[src/rtl/cordic_pkg.sv]
// cordic_pkg: shared CORDIC arctangent table, gain constant, turn constants and vectoring FSM states
package cordic_pkg;
  localparam logic [19:0] CORDIC_ATAN_LUT [0:17] = '{
    20'h20000, 20'h12E40, 20'h09FB4, 20'h05111, 20'h028B1, 20'h0145D,
    20'h00A2F, 20'h00518, 20'h0028C, 20'h00146, 20'h000A3, 20'h00051,
    20'h00029, 20'h00014, 20'h0000A, 20'h00005, 20'h00003, 20'h00001
  };
  localparam logic [15:0] CORDIC_INV_GAIN = 16'h9B75;
  localparam logic [19:0] CORDIC_TURN_180 = 20'h80000;
  localparam logic [19:0] CORDIC_TURN_90  = 20'h40000;
  typedef enum logic [1:0] {IDLE, ROTATE, COMP, DONE} cordic_state_t;
endpackage

[src/rtl/cordic_vec_step.sv]
// cordic_vec_step: one vectoring micro-rotation, direction chosen to drive y toward zero
module cordic_vec_step
  import cordic_pkg::*;
#(
  parameter int XW = 22,
  parameter int AW = 20
) (
  input  logic signed [XW-1:0] i_x,
  input  logic signed [XW-1:0] i_y,
  input  logic        [AW-1:0] i_z,
  input  logic        [4:0]    i_i,
  output logic signed [XW-1:0] o_x,
  output logic signed [XW-1:0] o_y,
  output logic        [AW-1:0] o_z
);
  logic signed [XW-1:0] w_xs;
  logic signed [XW-1:0] w_ys;
  logic        [AW-1:0] w_ang;
  logic                 w_neg;
  assign w_xs  = i_x >>> i_i;
  assign w_ys  = i_y >>> i_i;
  assign w_ang = AW'(CORDIC_ATAN_LUT[i_i]);
  assign w_neg = i_y[XW-1];
  assign o_x   = w_neg ? i_x - w_ys : i_x + w_ys;
  assign o_y   = w_neg ? i_y + w_xs : i_y - w_xs;
  assign o_z   = w_neg ? i_z - w_ang : i_z + w_ang;
endmodule

[src/rtl/cordic_vec_iter.sv]
// cordic_vec_iter: folded CORDIC vectoring engine, (x, y) -> (phase in turns, magnitude)
module cordic_vec_iter
  import cordic_pkg::*;
#(
  parameter int DW        = 20,
  parameter int AW        = 20,
  parameter int ITER      = 16,
  parameter int GAIN_COMP = 1
) (
  input  logic                 clk,
  input  logic                 rst_n,
  input  logic                 s_valid,
  output logic                 s_ready,
  input  logic signed [DW-1:0] s_x,
  input  logic signed [DW-1:0] s_y,
  input  logic        [AW+1:0] s_tag,
  output logic                 m_valid,
  input  logic                 m_ready,
  output logic        [AW-1:0] m_phase,
  output logic        [DW:0]   m_mag,
  output logic        [AW+1:0] m_tag
);
  localparam int XW = DW + 2;
  if (AW != 20 || ITER < 1 || ITER > 18) begin : g_bad_cfg
    $error("cordic_vec_iter: AW must be 20 and ITER must be 1..18");
  end
  cordic_state_t        r_state;
  cordic_state_t        w_next;
  logic [4:0]           r_cnt;
  logic signed [XW-1:0] r_x;
  logic signed [XW-1:0] r_y;
  logic signed [XW-1:0] w_x;
  logic signed [XW-1:0] w_y;
  logic [AW-1:0]        r_z;
  logic [AW-1:0]        w_z;
  logic [AW-1:0]        r_phase;
  logic [DW:0]          r_mag;
  logic [DW:0]          w_mag;
  logic [AW+1:0]        r_tag;
  logic [AW+1:0]        r_mtag;
  logic                 r_zero;
  logic                 w_last;
  logic                 w_neg_in;
  logic signed [XW+16:0] w_prod;
  always_ff @(posedge clk or negedge rst_n)
    if (!rst_n) r_state <= IDLE;
    else        r_state <= w_next;
  always_comb begin
    w_next = r_state;
    case (r_state)
      IDLE:    w_next = s_valid ? ROTATE : IDLE;
      ROTATE:  w_next = w_last ? COMP : ROTATE;
      COMP:    w_next = DONE;
      DONE:    w_next = m_ready ? IDLE : DONE;
      default: w_next = IDLE;
    endcase
  end
  always_comb begin
    s_ready = r_state == IDLE;
    m_valid = r_state == DONE;
  end
  assign w_last   = r_cnt == 5'(ITER - 1);
  assign w_neg_in = s_x[DW-1];
  cordic_vec_step #(.XW(XW), .AW(AW)) u_step (
    .i_x(r_x), .i_y(r_y), .i_z(r_z), .i_i(r_cnt),
    .o_x(w_x), .o_y(w_y), .o_z(w_z)
  );
  // x is non-negative after the half-plane fold, so an unsigned gain factor is safe
  assign w_prod = (XW+17)'(r_x) * (XW+17)'($signed({1'b0, CORDIC_INV_GAIN}));
  assign w_mag  = GAIN_COMP != 0 ? (DW+1)'(w_prod >>> 16) : (DW+1)'(r_x);
  always_ff @(posedge clk or negedge rst_n)
    if (!rst_n) begin
      r_cnt   <= '0;
      r_x     <= '0;
      r_y     <= '0;
      r_z     <= '0;
      r_tag   <= '0;
      r_zero  <= 1'b0;
      r_phase <= '0;
      r_mag   <= '0;
      r_mtag  <= '0;
    end else if (r_state == IDLE && s_valid) begin
      r_x    <= w_neg_in ? -XW'(s_x) : XW'(s_x);
      r_y    <= w_neg_in ? -XW'(s_y) : XW'(s_y);
      r_z    <= w_neg_in ? AW'(CORDIC_TURN_180) : '0;
      r_tag  <= s_tag;
      r_zero <= s_x == '0 && s_y == '0;
      r_cnt  <= '0;
    end else if (r_state == ROTATE) begin
      r_x   <= w_x;
      r_y   <= w_y;
      r_z   <= w_z;
      r_cnt <= w_last ? r_cnt : r_cnt + 5'd1;
    end else if (r_state == COMP) begin
      r_phase <= r_zero ? '0 : r_z;
      r_mag   <= r_zero ? '0 : w_mag;
      r_mtag  <= r_tag;
    end
  assign m_phase = r_phase;
  assign m_mag   = r_mag;
  assign m_tag   = r_mtag;
endmodule

[config.mk]
export PLATFORM = sky130hd
export DESIGN_NAME = cordic_vec_iter
export DESIGN_NICKNAME = d
export VERILOG_FILES = /design/src/rtl/cordic_pkg.sv /design/src/rtl/cordic_vec_step.sv /design/src/rtl/cordic_vec_iter.sv
export SDC_FILE = /design/constraint.sdc
export NUM_CORES = 1
export LEC_CHECK = 0
export ABC_AREA = 1
export CORE_UTILIZATION = 50
export CTS_CLUSTER_DIAMETER = 150
export CTS_CLUSTER_SIZE = 12
export DETAILED_ROUTE_END_ITERATION = 7
export PLACE_DENSITY = 0.72
export SLEW_MARGIN = 20
export SYNTH_ARGS = -nofsm -noshare
export SYNTH_HDL_FRONTEND = slang
export SYNTH_SLANG_ARGS = --single-unit
[constraint.sdc]
create_clock -name clk -period 16.09 [get_ports clk]
set_input_delay 4.827 -clock clk [delete_from_list [all_inputs] [get_ports clk]]
set_output_delay 4.827 -clock clk [all_outputs]
set_load 0.01 [all_outputs]
==> summary.txt, run 1 <==
Status
  – Outcome: finished clean

Clocking
  – CTS resizes: 0
  – CTS tree: done
  – Clock buffer depth: 2
  – Total CTS buffers: 17
  – Clock Pin Slew Worst Setup and Hold Paths: 80 ps
  – Num Clock Sinks: 157
  – Setup bufs post-CTS: 0
  – Root Driver: clkbuf_16
  – Hold buffers post-CTS: 0
  – CTS H-tree lvls: 4
  – Worst-Skew Late Latency: 490 ps

Timing
  – Final setup viols: 0
  – Slew Limit Fails: 0
  – Final Cycle Share: 52.4%
  – Fin. Hold Viols: 0
  – Post-route minimum period: 8430 ps
  – Slew margin rel.: 31.1%
  – Least-Margin Pin Slew: 1030 ps
  – RSZ-0062 raised after global routing: no
  – Worst clock skew: 19.5 ps
  – Fin Setup TNS: 0 ps
  – FMAX: 119 MHz

Global route
  – Gr ovfl total: 0
  – First-pass GRT wire length: 104000 µm
  – Total GRT Usage: 29.8%
  – Initial antenna violation count: 0
  – Vias in the first global route: 19900
  – Largest net degree at the start of global routing: 97

Final layout
  – Area of the multi-input gates: 15500 µm²
  – Fillers: 4169
  – Area grow syn2layout: 10.4%
  – Final cell count without fillers: 3728
  – Ant. Diodes: 0
  – Nets@finish: 3600
  – Share of layout cells above drive strength 1: 3.75%
  – Register area: 3930 µm²
  – Post-Route Utilization: 56.0%

Place
  – # port buffers: 130
  – DP Wirelength: 51200 µm
  – GP Congestion: 1.02
  – Placed insts: 3696

Setup path
  – Startpoint Class: input pin
  – Worst Path Required: 16470 ps
  – Kind of critical path: input pin to register
  – Crit path max fanout: 91
  – CP endpoint kind: register
  – Critical Path AT: 8810 ps

Route
  – DR iter-0 viols: 1614
  – Average wire per standard cell: 17.3 µm
  – Final ANT Viol Nets: 0
  – Residual DRC: 0
  – DR vias/cell: 5.53
  – Vias: 20600
  – DRT Wirelength: 64600 µm
  – Initial DRT Pass Iterations: 6

Yosys
  – Post-Syn Instances: 3057
  – Synth Flop Type: dfrtp_1
  – Area share of the largest cell type after synthesis: 18.0%
  – Seq cells post-synth: 157
  – Syn Nets: 3527
  – Count leader, synth: nand2_1
  – Ys async rst share: 100%
  – Yosys top cell by area: dfrtp_1
  – Post-synth EDFFs: 0
  – Register area share after synthesis: 18.0%
  – Synth top area cells: dfrtp_1 (18%), fa_1 (15%), ha_1 (14%)
  – Average cell area after synthesis: 7.15 µm²
  – Cell Area, Synth: 21900 µm²
  – Yosys cell types: 70
  – Syn. warnings: 0
  – Most frequent cells after synthesis: nand2_1 (706), inv_1 (517), o21ai_0 (245)

Floorplanning
  – Die H: 211 µm
  – Die W: 211 µm
  – Starting density of the core: 50.7%
  – Die area: 44500 µm²
  – Core Region: 43100 µm²
  – Number of I/O pins: 131
  – Core Rows: 76

Hold path
  – Hold Crit Class: register to register

Flow run
  – Max-cap violations: 0
## worst paths after layout
kind	slack (ps)	from	cells after the start	to
max reg2reg	9940	r_x[19]$_DFFE_PN0P_	20	m_mag[20]$_DFFE_PN0P_
max in group asynchronous	10120	rst_n	2	r_cnt[0]$_DFFE_PN0P_
min reg2reg	480	m_mag[10]$_DFFE_PN0P_	2	m_mag[10]$_DFFE_PN0P_
min in group asynchronous	4450	rst_n	1	m_tag[13]$_DFFE_PN0P_
max	7660	s_valid	9	r_x[18]$_DFFE_PN0P_
min	480	m_mag[10]$_DFFE_PN0P_	2	m_mag[10]$_DFFE_PN0P_
## state kept, by name (all words and copies together), names as in the netlist
name	flops
m_mag	21
m_phase	20
m_tag	22
r_cnt	5
r_state	2
r_tag	22
r_x	22
r_y	22
r_z	20
r_zero	1
## cells by family after synthesis
family | Yosys count | share of synthesized area [%]
compound gates | 626 | 16.2
xor+xnor | 74 | 2.97
fa+ha+maj | 404 | 28.6
buf+inv | 621 | 11.3
flops | 157 | 18.0
mux | 1 | 0.0630
simple gates | 1174 | 22.9
## metal layers
metal	GRT usage, %	part of all wire (%)
met1	41.7	46
met2	47.5	46
met4	9.37	2.5
met3	4.03	5.4
met5	0	0
## cells in the final DEF (no fill, tap or decap), types with 8 or more instances in the layout
cell,n
fa_1,160
dfrtp_1,156
nand4_1,31
o31ai_1,14
buf_4,14
nand3_1,186
nand2_1,704
o21a_1,8
a31oi_1,19
nor3_1,17
ha_1,244
xor2_1,46
inv_2,9
inv_1,516
xnor2_1,28
o21ai_0,245
nor2_1,168
a21boi_0,10
a22oi_1,8
o22ai_1,16
a21o_1,9
nor4_1,9
nand2_2,18
a21oi_1,200
o211ai_1,10
clkbuf_16,17
o21ai_1,38
clkdlybuf4s50_1,129
## layout make-up
cell class	count	share of cell area (%)
multi-input combinational	2279	64.1
sequential	157	16.3
inverter	531	8.29
timing repair buffer	144	5.83
tap	585	3.03
clock buffer	22	1.92
clock inverter	10	0.529
## worst max-delay path: stages
cell and delay (ps):
clkdlybuf4s50_1 410, nand2_2 70, buf_4 450, inv_2 40, buf_4 370, nor2_4 850
clkinv_2 1000, or2_2 610, a21boi_0 130
## stage by stage
stage / cell area (µm²) / worst slack [ps] / hold WS, ps
finish: 24100 / 7660 / 476
global route: 24100 / 7320 / 496
CTS: 24100 / 8050 / 481
detailed placement: 23500 / 7520 / 465
global placement: 23500 / 7560 / 462
floorplan: 21900 / 9530 / 470
Power of run 1 is left out: the tool's default activity adds up to more than one toggle a clock period on the data nets, which glitch-free logic cannot reach.
==> inputs of run 2 (changes only) <==
--- a/config.mk
+++ b/config.mk
@@ -10,7 +10,7 @@
 export CTS_CLUSTER_DIAMETER = 150
 export CTS_CLUSTER_SIZE = 12
 export DETAILED_ROUTE_END_ITERATION = 7
-export PLACE_DENSITY = 0.72
+export PLACE_DENSITY = 0.75
 export SLEW_MARGIN = 20
 export SYNTH_ARGS = -nofsm -noshare
 export SYNTH_HDL_FRONTEND = slang
==> constraint.sdc (replaced) <==
create_clock -name clk -period 7.15 [get_ports clk]
set_input_delay 2.145 -clock clk [delete_from_list [all_inputs] [get_ports clk]]
set_output_delay 2.145 -clock clk [all_outputs]
set_load 0.01 [all_outputs]
==> run 2 against run 1 <==
Effect of this change: first-iteration DRC count is 5.2% higher; largest cell class unchanged; register-to-register slack got worse by 8900 ps; global-route usage up 0.71 points; flip-flop and latch count is the same; critical path type is now register to register.
==> summary.txt, run 2 (synthesized netlist as in run 1, its figures left out) <==
Setup path
  – Worst Path Required: 7520 ps
  – Worst r2r src: r_x[13]$_DFFE_PN0P_
  – RR Endpoint: m_mag[11]$_DFFE_PN0P_
  – Crit path max fanout: 10
  – CP cell instances: ha_1, inv_1, fa_1, fa_1, inv_1, fa_1, fa_1, inv_1, fa_1, inv_1, ha_1, a21oi_1, o21ai_0, a21oi_1, nand2_1, a21boi_0, o21ai_0, o21ai_0, nand2_1
  – CP endpoint kind: register
  – Critical Path AT: 6460 ps
  – Reg2Reg Depth: 19
  – Startpoint Class: register
  – Flop2flop setup slack: 1060 ps
  – Kind of critical path: register to register
  – Crit-path max cell delay: 610 ps
  – CP max stage cell: dfrtp_1
  – Critical Path Most Common Cell: fa_1

Floorplanning
  – Die H: 211 µm
  – Starting density of the core: 50.7%
  – Number of I/O pins: 131
  – Die W: 211 µm
  – Die area: 44500 µm²
  – Core Rows: 76
  – Core Region: 43100 µm²

Hold path
  – Worst hold path startpoint: m_mag[3]$_DFFE_PN0P_
  – Worst Hold End: m_mag[3]$_DFFE_PN0P_
  – Hold Crit Class: register to register
  – Cell count of the worst hold path: 2

Final layout
  – Most common cell after layout, fill and taps aside: nand2_1
  – Area grow syn2layout: 10.7%
  – Nets@finish: 3606
  – Most frequent cells in the layout: nand2_1 (704), inv_1 (516), o21ai_0 (245)
  – Ant. Diodes: 0
  – Share of layout cells above drive strength 1: 4.03%
  – Post-Route Utilization: 56.1%

Status
  – Outcome: finished clean

Clocking
  – Hold buffers post-CTS: 0
  – Clock Pin Slew Worst Setup and Hold Paths: 70 ps
  – Total CTS buffers: 17
  – Num Clock Sinks: 157
  – Worst-Skew Late Latency: 500 ps
  – Root Driver: clkbuf_16
  – CTS tree: done
  – Setup bufs post-CTS: 0
  – CTS H-tree lvls: 4
  – Clock buffer depth: 2
  – CTS resizes: 0

Place
  – DP Wirelength: 52300 µm
  – GP Congestion: 0.991
  – # port buffers: 130

Route
  – Initial DRT Pass Iterations: 6
  – Metal3 WL: 3560 µm
  – Average wire per standard cell: 17.7 µm
  – Max layer used: met4
  – Met2 wire length: 30500 µm
  – WL met1: 30000 µm
  – Vias: 20800
  – DR iter-0 viols: 1698
  – Residual DRC: 0
  – DR vias/cell: 5.56
  – DRT Wirelength: 66000 µm
  – Final ANT Viol Nets: 0

Global route
  – Vias in the first global route: 20300
  – Total GRT Usage: 30.5%
  – Initial antenna violation count: 0
  – Gr ovfl total: 0
  – Largest net degree at the start of global routing: 89
  – First-pass GRT wire length: 107000 µm

Timing
  – Final Cycle Share: 85.2%
  – Fin. Hold Viols: 0
  – Final setup viols: 0
  – Fin Setup TNS: 0 ps
  – Slew margin rel.: 27.6%
  – RSZ-0062 raised after global routing: no
  – FMAX: 164 MHz
  – Worst clock skew: 22.2 ps
  – Post-route minimum period: 6090 ps
  – Slew Limit Fails: 0
  – Least-Margin Pin Slew: 1090 ps

Flow run
  – Max-cap violations: 0
-- run 2: changes by cell type in the layout (fill, tap and decap cells not counted), sizes merged --
cell / previous run / this run
inv: 531 / 540
buf: 15 / 21
clkbuf: 22 / 17
clkinv: 7 / 5
bufinv: 2 / 1
clkinvlp: 1 / 0
-- run 2: metal layers --
metal | up-vias | GRT usage [%]
li1 | 10100 | -
met1 | 9846 | 41.8
met2 | 683 | 49.5
met3 | 115 | 3.57
met4 | 0 | 10.9
met5 | - | 0
-- run 2: per-stage QoR --
| stage | cells | worst slack (ps) | area [µm²] | hold WS [ps] |
|---|---|---|---|---|
| 3_3_place_gp | 3702 | 1240 | 23600 | 465 |
| 3_5_place_dp | 3702 | 1140 | 23600 | 465 |
| 6_report | 3734 | 1060 | 24200 | 481 |
| 2_1_floorplan | 3057 | 1980 | 21900 | 470 |
| 4_1_cts | 3734 | 1120 | 24200 | 484 |
| 5_1_grt | 3734 | 705 | 24200 | 496 |
-- run 2: area by class of cell --
| class | count | area [µm²] |
|---|---|---|
| Timing Repair Buffer | 150 | 1450 |
| Fill cell | 4125 | 18900 |
| Multi-Input combinational cell | 2279 | 15500 |
| Clock inverter | 15 | 180 |
| Clock buffer | 17 | 425 |
| Inverter | 531 | 2000 |
| Tap cell | 585 | 732 |
| Sequential cell | 157 | 3930 |
-- run 2: how the worst max path moves through the flow --
stage	from	end	slack (ps)	cells after the start
floorplan	r_x[21]$_DFFE_PN0P_	m_mag[12]$_DFFE_PN0P_	1980	19
global placement	r_x[13]$_DFFE_PN0P_	m_mag[11]$_DFFE_PN0P_	1240	19
detailed placement	r_x[13]$_DFFE_PN0P_	m_mag[11]$_DFFE_PN0P_	1140	19
CTS	r_x[16]$_DFFE_PN0P_	m_mag[20]$_DFFE_PN0P_	1120	20
global route	r_x[16]$_DFFE_PN0P_	m_mag[20]$_DFFE_PN0P_	710	21
finish	r_x[13]$_DFFE_PN0P_	m_mag[11]$_DFFE_PN0P_	1060	19
-- run 2: critical path: cells and delay by family (launching register included) --
| kind | cells | cell delay, ps |
|---|---|---|
| AOI/OAI and AO/OA | 6 | 1480 |
| adders and majority gates | 7 | 3410 |
| buffers and inverters | 4 | 250 |
| DFF | 1 | 610 |
| and+or+nand+nor | 2 | 230 |
Power of run 2 is left out for the same reason.
==> inputs of run 3 (changes only) <==
--- a/config.mk
+++ b/config.mk
@@ -10,6 +10,8 @@
 export CTS_CLUSTER_DIAMETER = 150
 export CTS_CLUSTER_SIZE = 12
 export DETAILED_ROUTE_END_ITERATION = 7
+export HOLD_SLACK_MARGIN = 0.05
+export MAX_ROUTING_LAYER = met4
 export PLACE_DENSITY = 0.75
 export SLEW_MARGIN = 20
 export SYNTH_ARGS = -nofsm -noshare
==> run 3 against run 2 <==
Effect of this change: flip-flop and latch count is the same; non-clock buffer count rose by 2; via count about the same; critical path depth is 1 higher; critical path type unchanged.
==> summary.txt, run 3 (synthesized netlist as in run 1, its figures left out) <==
Global route
  – Vias in the first global route: 20300
  – Initial antenna violation count: 0
  – Gr ovfl total: 0
  – First-pass GRT wire length: 107000 µm
  – Largest net degree at the start of global routing: 89
  – Total GRT Usage: 31.7%

Setup path
  – Worst Path Required: 7510 ps
  – Kind of critical path: register to register
  – RR Endpoint: m_mag[20]$_DFFE_PN0P_
  – CP endpoint kind: register
  – Flop2flop setup slack: 1000 ps
  – Reg2Reg Depth: 20
  – Critical Path AT: 6510 ps
  – Crit path max fanout: 21
  – Startpoint Class: register
  – Worst r2r src: r_x[21]$_DFFE_PN0P_
  – Worst Setup SP: r_x[21]$_DFFE_PN0P_

Final layout
  – Area grow syn2layout: 11.0%
  – Register area: 3930 µm²
  – Post-Route Utilization: 56.3%
  – Fillers: 4112
  – Most frequent cells in the layout: nand2_1 (704), inv_1 (516), o21ai_0 (245)
  – Ant. Diodes: 0
  – Most common cell after layout, fill and taps aside: nand2_1
  – Final cell count without fillers: 3736
  – Area of the multi-input gates: 15500 µm²
  – Nets@finish: 3608
  – Share of layout cells above drive strength 1: 4.09%

Timing
  – Fin. Hold Viols: 0
  – Final setup viols: 0
  – Least-Margin Pin Slew: 1090 ps
  – Final Cycle Share: 86.0%
  – Worst clock skew: 23.5 ps
  – Fin Setup TNS: 0 ps
  – RSZ-0062 raised after global routing: no
  – Slew Limit Fails: 0
  – Post-route minimum period: 6150 ps
  – FMAX: 163 MHz
  – Slew margin rel.: 27.4%

Place
  – # port buffers: 130
  – GP Congestion: 0.980
  – Placed insts: 3704
  – DP Wirelength: 52900 µm

Route
  – DR iter-0 viols: 1677
  – DRT Wirelength: 66400 µm
  – Vias: 20800
  – Final ANT Viol Nets: 0
  – Average wire per standard cell: 17.8 µm
  – Residual DRC: 0
  – Initial DRT Pass Iterations: 5
  – DR vias/cell: 5.56

Floorplanning
  – Core Rows: 76
  – Die area: 44500 µm²
  – Core Region: 43100 µm²
  – Die H: 211 µm
  – Number of I/O pins: 131
  – Die W: 211 µm
  – Starting density of the core: 50.7%

Status
  – Outcome: finished clean

Clocking
  – Setup bufs post-CTS: 0
  – CTS tree: done
  – Hold buffers post-CTS: 0
  – CTS H-tree lvls: 4
  – Worst-Skew Late Latency: 500 ps
  – Root Driver: clkbuf_16
  – Clock Pin Slew Worst Setup and Hold Paths: 70 ps
  – Clock buffer depth: 2
  – Total CTS buffers: 17
  – CTS resizes: 0
  – Num Clock Sinks: 157

Hold path
  – Worst hold path startpoint: m_mag[19]$_DFFE_PN0P_
  – Hold Crit Class: register to register
  – Worst Hold End: m_mag[19]$_DFFE_PN0P_
  – Cell count of the worst hold path: 2

Flow run
  – Max-cap violations: 0
## run 3: cell count changes in the layout (fill, tap and decap cells not counted)
cell | previous run | this run
clkbuf_8 | 0 | 1
clkinv_2 | 0 | 1
inv_6 | 6 | 4
buf_4 | 20 | 22
inv_12 | 1 | 0
inv_8 | 5 | 4
clkinv_4 | 1 | 0
bufinv_16 | 1 | 4
## run 3: area by class of cell
cell class | instances | share of cell area [%]
clock inverters | 14 | 0.913
well taps | 585 | 3.02
flip-flops and latches | 157 | 16.2
multi-input cells | 2279 | 63.8
clock buffers | 18 | 1.81
repair buffers | 152 | 6.05
inverters | 531 | 8.24
## run 3: how the worst max path moves through the flow
| stage | endpoint | slack [ps] | depth (start not counted) |
|---|---|---|---|
| after detailed placement | m_mag[20]$_DFFE_PN0P_ | 1090 | 21 |
| final | m_mag[20]$_DFFE_PN0P_ | 1000 | 20 |
| after global routing | m_mag[20]$_DFFE_PN0P_ | 580 | 21 |
| after floorplan | m_mag[12]$_DFFE_PN0P_ | 1980 | 19 |
| after global placement | m_mag[20]$_DFFE_PN0P_ | 1190 | 20 |
| after CTS | m_mag[20]$_DFFE_PN0P_ | 1060 | 21 |
## run 3: routing by layer
layer	vias up	GRT usage (%)	part of all wire [%]
met1	9877	42.2	46
met5	-	-	0
met3	111	3.85	5.4
li1	10100	-	-
met4	0	9.20	2.5
met2	669	50.5	46
## run 3: stage by stage
stage / hold WS (ps) / area (µm²) / setup WS, ps
after floorplan: 470 / 21900 / 1980
after global routing: 507 / 24300 / 583
after CTS: 483 / 24300 / 1060
after global placement: 463 / 23600 / 1190
final: 478 / 24300 / 1000
after detailed placement: 466 / 23600 / 1090
## run 3: worst max-delay path: stages (launching register included)
cell	delay [ps]
dfrtp_1	650
buf_4	370
ha_1	300
fa_1	480
inv_1	50
fa_1	520
fa_1	450
fa_1	540
inv_1	50
fa_1	530
inv_1	40
ha_1	400
nand2_1	110
nor2_1	220
inv_1	80
nor2_1	160
nand3_1	80
o21ai_0	550
nand2_1	160
a21oi_1	160
o21ai_0	100
Power of run 3 is left out for the same reason.
